## src/rtl/tpg_pkg.sv

```systemverilog
// Shared encodings for the multi-channel test pattern generator.
// Latency: n/a (types and constants only).
// Backpressure: n/a.
package tpg_pkg;

  typedef enum logic [1:0] {
    MODE_RAMP  = 2'd0,
    MODE_BARS  = 2'd1,
    MODE_CHK   = 2'd2,
    MODE_SOLID = 2'd3
  } mode_t;

  typedef enum logic {
    IDLE = 1'b0,
    RUN  = 1'b1
  } state_t;

endpackage

```

## src/rtl/tpg_timing.sv

```systemverilog
// Raster timing: x/y counters, per-frame timing shadows, hs/vs/de/sof, frame counter.
// Latency: hs/vs/de/sof registered one clock after the (x,y) position they describe.
// Backpressure: none; counters advance every clock while running.
module tpg_timing #(
  parameter int H_BITS  = 12,
  parameter int V_BITS  = 12,
  parameter int FC_BITS = 16
) (
  input  logic               clk,
  input  logic               rst,
  input  logic               en,
  input  logic [H_BITS-1:0]  h_total,
  input  logic [H_BITS-1:0]  hs_start,
  input  logic [H_BITS-1:0]  hs_end,
  input  logic [H_BITS-1:0]  hact_start,
  input  logic [H_BITS-1:0]  hact_end,
  input  logic [V_BITS-1:0]  v_total,
  input  logic [V_BITS-1:0]  vs_start,
  input  logic [V_BITS-1:0]  vs_end,
  input  logic [V_BITS-1:0]  vact_start,
  input  logic [V_BITS-1:0]  vact_end,
  output logic [H_BITS-1:0]  x,
  output logic [V_BITS-1:0]  y,
  output logic [H_BITS-1:0]  hactStartSh,
  output logic [V_BITS-1:0]  vactStartSh,
  output logic               deNow,
  output logic               frameStart,
  output logic               loadShadow,
  output logic               hs,
  output logic               vs,
  output logic               de,
  output logic               sof,
  output logic [FC_BITS-1:0] frame_cnt
);
  import tpg_pkg::*;

  localparam logic [H_BITS-1:0]  H_ONE  = 1;
  localparam logic [V_BITS-1:0]  V_ONE  = 1;
  localparam logic [FC_BITS-1:0] FC_ONE = 1;

  state_t            state;
  logic [H_BITS-1:0] hTotalSh, hsStartSh, hsEndSh, hactEndSh;
  logic [V_BITS-1:0] vTotalSh, vsStartSh, vsEndSh, vactEndSh;
  logic              running, lineEnd, frameEnd, hsNow, vsNow;

  // Position decode; ranges are half-open so start >= end never asserts,
  // and x/y never exceed total-1 so oversized ends clip naturally.
  assign running    = (state == RUN);
  assign lineEnd    = running && (x == hTotalSh - H_ONE);
  assign frameEnd   = lineEnd && (y == vTotalSh - V_ONE);
  assign loadShadow = en && ((state == IDLE) || frameEnd);
  assign frameStart = running && (x == '0) && (y == '0);
  assign hsNow      = running && (x >= hsStartSh) && (x < hsEndSh);
  assign vsNow      = running && (y >= vsStartSh) && (y < vsEndSh);
  assign deNow      = running && (x >= hactStartSh) && (x < hactEndSh)
                              && (y >= vactStartSh) && (y < vactEndSh);

  // Run/idle FSM, raster counters, timing shadows and completed-frame count
  always_ff @(posedge clk) begin
    if (rst) begin
      state       <= IDLE;
      x           <= '0;
      y           <= '0;
      frame_cnt   <= '0;
      hTotalSh    <= '0;
      hsStartSh   <= '0;
      hsEndSh     <= '0;
      hactStartSh <= '0;
      hactEndSh   <= '0;
      vTotalSh    <= '0;
      vsStartSh   <= '0;
      vsEndSh     <= '0;
      vactStartSh <= '0;
      vactEndSh   <= '0;
    end else begin
      if (loadShadow) begin
        hTotalSh    <= h_total;
        hsStartSh   <= hs_start;
        hsEndSh     <= hs_end;
        hactStartSh <= hact_start;
        hactEndSh   <= hact_end;
        vTotalSh    <= v_total;
        vsStartSh   <= vs_start;
        vsEndSh     <= vs_end;
        vactStartSh <= vact_start;
        vactEndSh   <= vact_end;
      end
      case (state)
        IDLE: begin
          x <= '0;
          y <= '0;
          if (en) state <= RUN;
        end
        RUN: begin
          if (frameEnd) begin
            x         <= '0;
            y         <= '0;
            frame_cnt <= frame_cnt + FC_ONE;
            if (!en) state <= IDLE;
          end else if (lineEnd) begin
            x <= '0;
            y <= y + V_ONE;
          end else begin
            x <= x + H_ONE;
          end
        end
        default: state <= IDLE;
      endcase
    end
  end

  // Register the raster flags one clock behind the counters
  always_ff @(posedge clk) begin
    if (rst) begin
      hs  <= 1'b0;
      vs  <= 1'b0;
      de  <= 1'b0;
      sof <= 1'b0;
    end else begin
      hs  <= hsNow;
      vs  <= vsNow;
      de  <= deNow;
      sof <= frameStart;
    end
  end

endmodule

```

## src/rtl/tpg_multi.sv

```systemverilog
// Programmable raster generator with an NCH-channel four-pattern pixel source.
// Latency: every output registered, one clock after the (x,y) counter position.
// Backpressure: none; the downstream sink must take a pixel every clock.
module tpg_multi #(
  parameter int PW        = 8,
  parameter int NCH       = 3,
  parameter int H_BITS    = 12,
  parameter int V_BITS    = 12,
  parameter int FC_BITS   = 16,
  parameter int BAR_SHIFT = 5,
  parameter int CHK_SHIFT = 4
) (
  input  logic                clk,
  input  logic                rst,
  input  logic                en,
  input  logic [1:0]          mode,
  input  logic [NCH*PW-1:0]   solid_pix,
  input  logic [H_BITS-1:0]   h_total,
  input  logic [H_BITS-1:0]   hs_start,
  input  logic [H_BITS-1:0]   hs_end,
  input  logic [H_BITS-1:0]   hact_start,
  input  logic [H_BITS-1:0]   hact_end,
  input  logic [V_BITS-1:0]   v_total,
  input  logic [V_BITS-1:0]   vs_start,
  input  logic [V_BITS-1:0]   vs_end,
  input  logic [V_BITS-1:0]   vact_start,
  input  logic [V_BITS-1:0]   vact_end,
  output logic                hs,
  output logic                vs,
  output logic                de,
  output logic                sof,
  output logic [NCH*PW-1:0]   pix,
  output logic [FC_BITS-1:0]  frame_cnt
);
  import tpg_pkg::*;

  localparam logic [PW-1:0] PW_ONE = 1;

  logic [H_BITS-1:0] x, hactSh;
  logic [V_BITS-1:0] y, vactSh;
  logic              deNow, frameStart, loadShadow;
  mode_t             modeSh;
  logic [NCH*PW-1:0] solidSh, rampPix, barPix, patPix;
  logic [PW-1:0]     rampCnt, rampIdx;
  logic [2:0]        bar;
  logic              chkX, chkY;

  tpg_timing #(.H_BITS(H_BITS), .V_BITS(V_BITS), .FC_BITS(FC_BITS)) uTiming (
    .clk(clk), .rst(rst), .en(en),
    .h_total(h_total), .hs_start(hs_start), .hs_end(hs_end),
    .hact_start(hact_start), .hact_end(hact_end),
    .v_total(v_total), .vs_start(vs_start), .vs_end(vs_end),
    .vact_start(vact_start), .vact_end(vact_end),
    .x(x), .y(y), .hactStartSh(hactSh), .vactStartSh(vactSh),
    .deNow(deNow), .frameStart(frameStart), .loadShadow(loadShadow),
    .hs(hs), .vs(vs), .de(de), .sof(sof), .frame_cnt(frame_cnt)
  );

  // Active-area coordinate bits; only meaningful while deNow is high
  assign bar  = 3'((x - hactSh) >> BAR_SHIFT);
  assign chkX = 1'((x - hactSh) >> CHK_SHIFT);
  assign chkY = 1'((y - vactSh) >> CHK_SHIFT);

  // Ramp index restarts at every frame start, otherwise continues from the last de pixel
  assign rampIdx = frameStart ? '0 : rampCnt;

  for (genvar c = 0; c < NCH; c++) begin : gCh
    localparam int BI = c % 3;
    assign rampPix[c*PW +: PW] = rampIdx;
    assign barPix[c*PW +: PW]  = {PW{bar[BI]}};
  end

  // Pattern select from the frame's sampled mode
  always_comb begin
    patPix = '0;
    case (modeSh)
      MODE_RAMP:  patPix = rampPix;
      MODE_BARS:  patPix = barPix;
      MODE_CHK:   patPix = (chkX ^ chkY) ? '1 : '0;
      MODE_SOLID: patPix = solidSh;
      default:    patPix = '0;
    endcase
  end

  // Mode/solid shadows, pixel output register and ramp counter
  always_ff @(posedge clk) begin
    if (rst) begin
      modeSh  <= MODE_RAMP;
      solidSh <= '0;
      pix     <= '0;
      rampCnt <= '0;
    end else begin
      if (loadShadow) begin
        modeSh  <= mode_t'(mode);
        solidSh <= solid_pix;
      end
      pix     <= deNow ? patPix : '0;
      rampCnt <= deNow ? rampIdx + PW_ONE : rampIdx;
    end
  end

endmodule

```

## config.mk

```make
export PLATFORM = sky130hd
export DESIGN_NAME = tpg_multi
export DESIGN_NICKNAME = d
export VERILOG_FILES = /design/src/rtl/tpg_pkg.sv /design/src/rtl/tpg_timing.sv /design/src/rtl/tpg_multi.sv
export SDC_FILE = /design/constraint.sdc
export NUM_CORES = 1
export LEC_CHECK = 0
export CAP_MARGIN = 20
export CORE_MARGIN = 3
export CORE_UTILIZATION = 50
export DETAILED_ROUTE_END_ITERATION = 10
export PLACE_DENSITY_LB_ADDON = 0.15
export SETUP_SLACK_MARGIN = 0.5
export SYNTH_ARGS = -nofsm -noshare
export SYNTH_HDL_FRONTEND = slang
export SYNTH_SLANG_ARGS = --single-unit
```

## constraint.sdc

```tcl
create_clock -name clk -period 2.8 [get_ports clk]
set_input_delay 0.84 -clock clk [delete_from_list [all_inputs] [get_ports clk]]
set_output_delay 0.84 -clock clk [all_outputs]
set_load 0.03 [all_outputs]
```

==> flow_summary_export.csv <==
group,metric,value,unit
yosys,synth-compound-area-share,23.1,%
power_and_ir_drop,leakage,6.80,nW
drt,drt_wl_total,36.4,mm
sta,drv_slew,0,
die,initial_utilization,51.2,%
clock_network,cts_hold_buf,0,
yosys,synthTopCellsByArea,"dfxtp_1, ha_1, a21o_1, nand3_1, a21oi_1",
die,dieArea,27000,sq um
yosys,yosys_warnings,0,
power_and_ir_drop,p_int,0.00621,W
drt,via_per_inst,5.60,
yosys,synth_xor_area_share,4.52,%
clock_network,root_buffer,"clkbuf_16",
yosys,synth.distinct_cells,60,
global_route,first_global_vias,11200,
power_and_ir_drop,clock_power_share,40.6,%
clock_network,cts_tree,"done",
critical_path,path_class,"register to register",
sta,max_clock_freq,329,MHz
die,coreArea,24500,sq um
yosys,muxShareOfSynthArea,1.39,%
sta,fin_crit_sh,109,%
cells_and_area,postLayoutCoreUtil,69.7,%
critical_path,crit_path_start_kind,"register",
power_and_ir_drop,p_comb_share,19.2,%
drt,dr.pass1.iters,5,
cells_and_area,syn_to_final_growth,36.3,%
sta,hold_viol,0,
yosys,synth_edf_count,0,
global_route,overflow,0,
critical_path,cp-end-kind,"register",
clock_network,clk_pin_slew,60,ps
yosys,synth-simple-area-share,18.1,%
sta,tns,-29980,ps
yosys,synth_top_area_share,35.7,%
global_route,grt_usage,25.6,%
worst_hold_path,holdCritPathClass,"register to register",
placement,dpl_cell_area,15500,sq um
clock_network,numCtsBuffers,25,
cells_and_area,fill_cells,1945,
yosys,netlist_instances,1484,
yosys,yosys-top-cells-count,"dfxtp_1, nand3_1, a21oi_1",
power_and_ir_drop,p_sw_share,25.8,%
yosys,dominantRegCellSynth,"dfxtp_1",
drt,wl_per_cell,17.6,um
power_and_ir_drop,total_power,0.00837,W
clock_network,clkLatencyLatePin,520,ps
cells_and_area,final_area,17100,sq um
critical_path,reg2reg_depth,11,
drt,vias,11600,
yosys,postSynthAreaPerCell,8.44,sq um
sta,slew-limit-headroom,41.3,%
global_route,grt_pass1_wl,56.5,mm
cells_and_area,drive_gt1_share,18.2,%
clock_network,htreeDepth,1,
die,rows,57,
clock_network,cts_max_path_buffers,3,
critical_path,path_max_fanout,15,
sta,setup_viol,167,
outcome,status,"finished with violations",
critical_path,slowest_stage,"or4_4",
die,die_x,164,um
outcome,violations,"setup timing",
drt,final_antenna_net_count,0,
die,die_h,164,um
critical_path,cp_cell_sequence,"or4_4 -> o41ai_4 -> o32a_1 -> a21oi_2 -> or4_4 -> o21ai_4 -> buf_12 -> buf_8 -> clkbuf_16 -> a21bo_2 -> a21oi_1",
critical_path,cpMostUsedCell,"or4_4",
placement,hpwl,25.1,mm
sta,setup_ws,-239,ps
placement,gp_congestion,0.886,
cells_and_area,nets,1978,
critical_path,critPathRequiredTime,3170,ps
power_and_ir_drop,power.density,491,nW/um^2
power_and_ir_drop,seq_power_share,40.2,%
sta,worst_pin_slew,881,ps
critical_path,critical-path-max-stage-delay,590,ps
critical_path,r2r-end,"solidSh[4]",
flow_run,drv_cap,0,
critical_path,crit_path_end,"solidSh[4]",
sta,fin_skew,12.6,ps
critical_path,crit_start,"uTiming.hTotalSh[0]",
yosys,synthesis.area,12500,sq um
placement,io_buffers,192,
yosys,yosysTopAreaCell,"dfxtp_1",
critical_path,r2r_start,"uTiming.hTotalSh[0]",
yosys,synthesis.nets,1733,
drt,drt_iter0_markers,958,
yosys,ys_ff_latch,223,
global_route,antenna_found_initial,1,
yosys,ys_seq_area_share,35.7,%
yosys,yosysMostFrequentCell,"dfxtp_1",
sta,rsz0062_at_grt,"true",
sta,period_minus_slack,3040,ps
yosys,synth_fa_ha_area_share,9.99,%
critical_path,rrSetupSlack,-240,ps
yosys,synth_top_family_by_area,"compound AO/OA/AOI/OAI gates",
power_and_ir_drop,vdd_drop_max,349,uV
power_and_ir_drop,power_switching,0.00216,W
die,top_level_ports,193,
clock_network,cts_sinks,223,
yosys,ys_async_sr_fraction,0,%
critical_path,cp.arrival,3410,ps
global_route,grt_max_degree,76,
drt,drc,0,
## cells in the final DEF (no fill, tap or decap), types with 10 or more instances in the layout
master | Yosys | final
dfxtp_1 | 223 | 208
nand3_2 | 0 | 12
dfxtp_2 | 0 | 11
a21bo_2 | 47 | 47
and3_1 | 18 | 16
a21o_1 | 124 | 124
nor2b_1 | 18 | 18
nand4_1 | 25 | 25
a21oi_2 | 0 | 17
clkbuf_16 | 0 | 33
inv_1 | 114 | 111
xor2_1 | 27 | 26
ha_1 | 100 | 95
nand2_1 | 51 | 51
buf_4 | 17 | 92
a21oi_1 | 170 | 153
nand3_1 | 174 | 161
o21ai_0 | 16 | 14
a31oi_1 | 29 | 27
buf_12 | 0 | 12
nand2b_1 | 24 | 22
buf_6 | 0 | 11
xnor2_1 | 35 | 35
nor2_1 | 63 | 62
clkdlybuf4s50_1 | 0 | 190
nor3_1 | 11 | 10
## timing repair
item	4_1_cts	5_1_grt
gates cloned	1	11
pin swaps	23	14
buffers inserted	8	5
endpoints found under the setup margin	264	264
resized for setup	19	52
## metrics by stage
stage / hold WS (ps) / instances / setup WS (ps)
6_report: 474 / 2070 / -239
5_1_grt: 502 / 2070 / -325
4_1_cts: 474 / 2053 / -154
3_5_place_dp: 464 / 2001 / -321
3_3_place_gp: 461 / 2001 / -337
2_1_floorplan: 444 / 1484 / 35.3
## power by group through the flow
stage               Sequential [W]  Clock [W]  Combinational, W
CTS                        0.00336    0.00346           0.00147
finish                     0.00336    0.00340           0.00161
global placement           0.00343          0           0.00142
floorplan                  0.00343          0          0.000906
global route               0.00338    0.00359           0.00175
detailed placement         0.00343          0           0.00143
## registers in the layout, indices dropped and copies added (netlist names)
signal	cells
uTiming.vactEndSh	12
uTiming.vs	1
solidSh	24
uTiming.vsEndSh	12
rampCnt	8
uTiming.running	1
uTiming.vsStartSh	12
uTiming.vactStartSh	12
uTiming.hsStartSh	12
uTiming.hactEndSh	12
uTiming.frame_cnt	16
uTiming.hsEndSh	12
uTiming.x	12
pix	24
uTiming.de	1
modeSh	2
uTiming.y	12
uTiming.hTotalSh	12
uTiming.hs	1
uTiming.vTotalSh	12
uTiming.hactStartSh	12
uTiming.sof	1
## worst min path at each step
| stage | end | depth (start not counted) | from |
|---|---|---|---|
| final | pix[2] | 2 | solidSh[2] |
| after global routing | pix[18] | 2 | solidSh[18] |
| after CTS | pix[2] | 2 | solidSh[2] |
| after detailed placement | pix[13] | 2 | solidSh[13] |
| after global placement | pix[0] | 2 | solidSh[0] |
| after floorplan | pix[0] | 2 | solidSh[0] |
## worst max-delay path, delay by kind of cell (launching register included)
kind                   cells  cell delay [ps]
AOI/OAI and AO/OA          6             1020
DFF                        1              330
and+or+nand+nor            2             1060
buffers and inverters      3              480
## final cells by class
class | count | area [sq um] | area share [%]
tap | 324 | 405 | 2.38
antenna | 1 | 2.50 | 0.0147
sequential | 223 | 4490 | 26.3
inverter | 114 | 428 | 2.51
clock buffer | 32 | 682 | 4.00
multi-input combinational | 1045 | 7590 | 44.5
clock inverter | 11 | 161 | 0.946
timing repair buffer | 320 | 3300 | 19.3
## cells by family after synthesis
logic type                 after synthesis
and+or+nand+nor                        434
AOI/OAI and AO/OA                      431
DFF                                    223
buffers and inverters                  217
adders and majority gates              100
xor gates and xnor gates                63
muxes                                   16
## metal layers
metal / global-route usage [%] / vias up / share of wire [%]
li1: - / 5731 / -
met4: 7.65 / 0 / 2.7
met2: 42.8 / 320 / 47
met3: 3.91 / 76 / 5.2
met5: 0 / - / 0
met1: 34.2 / 5462 / 45
No activity file was read; power rests on OpenSTA's default activity.
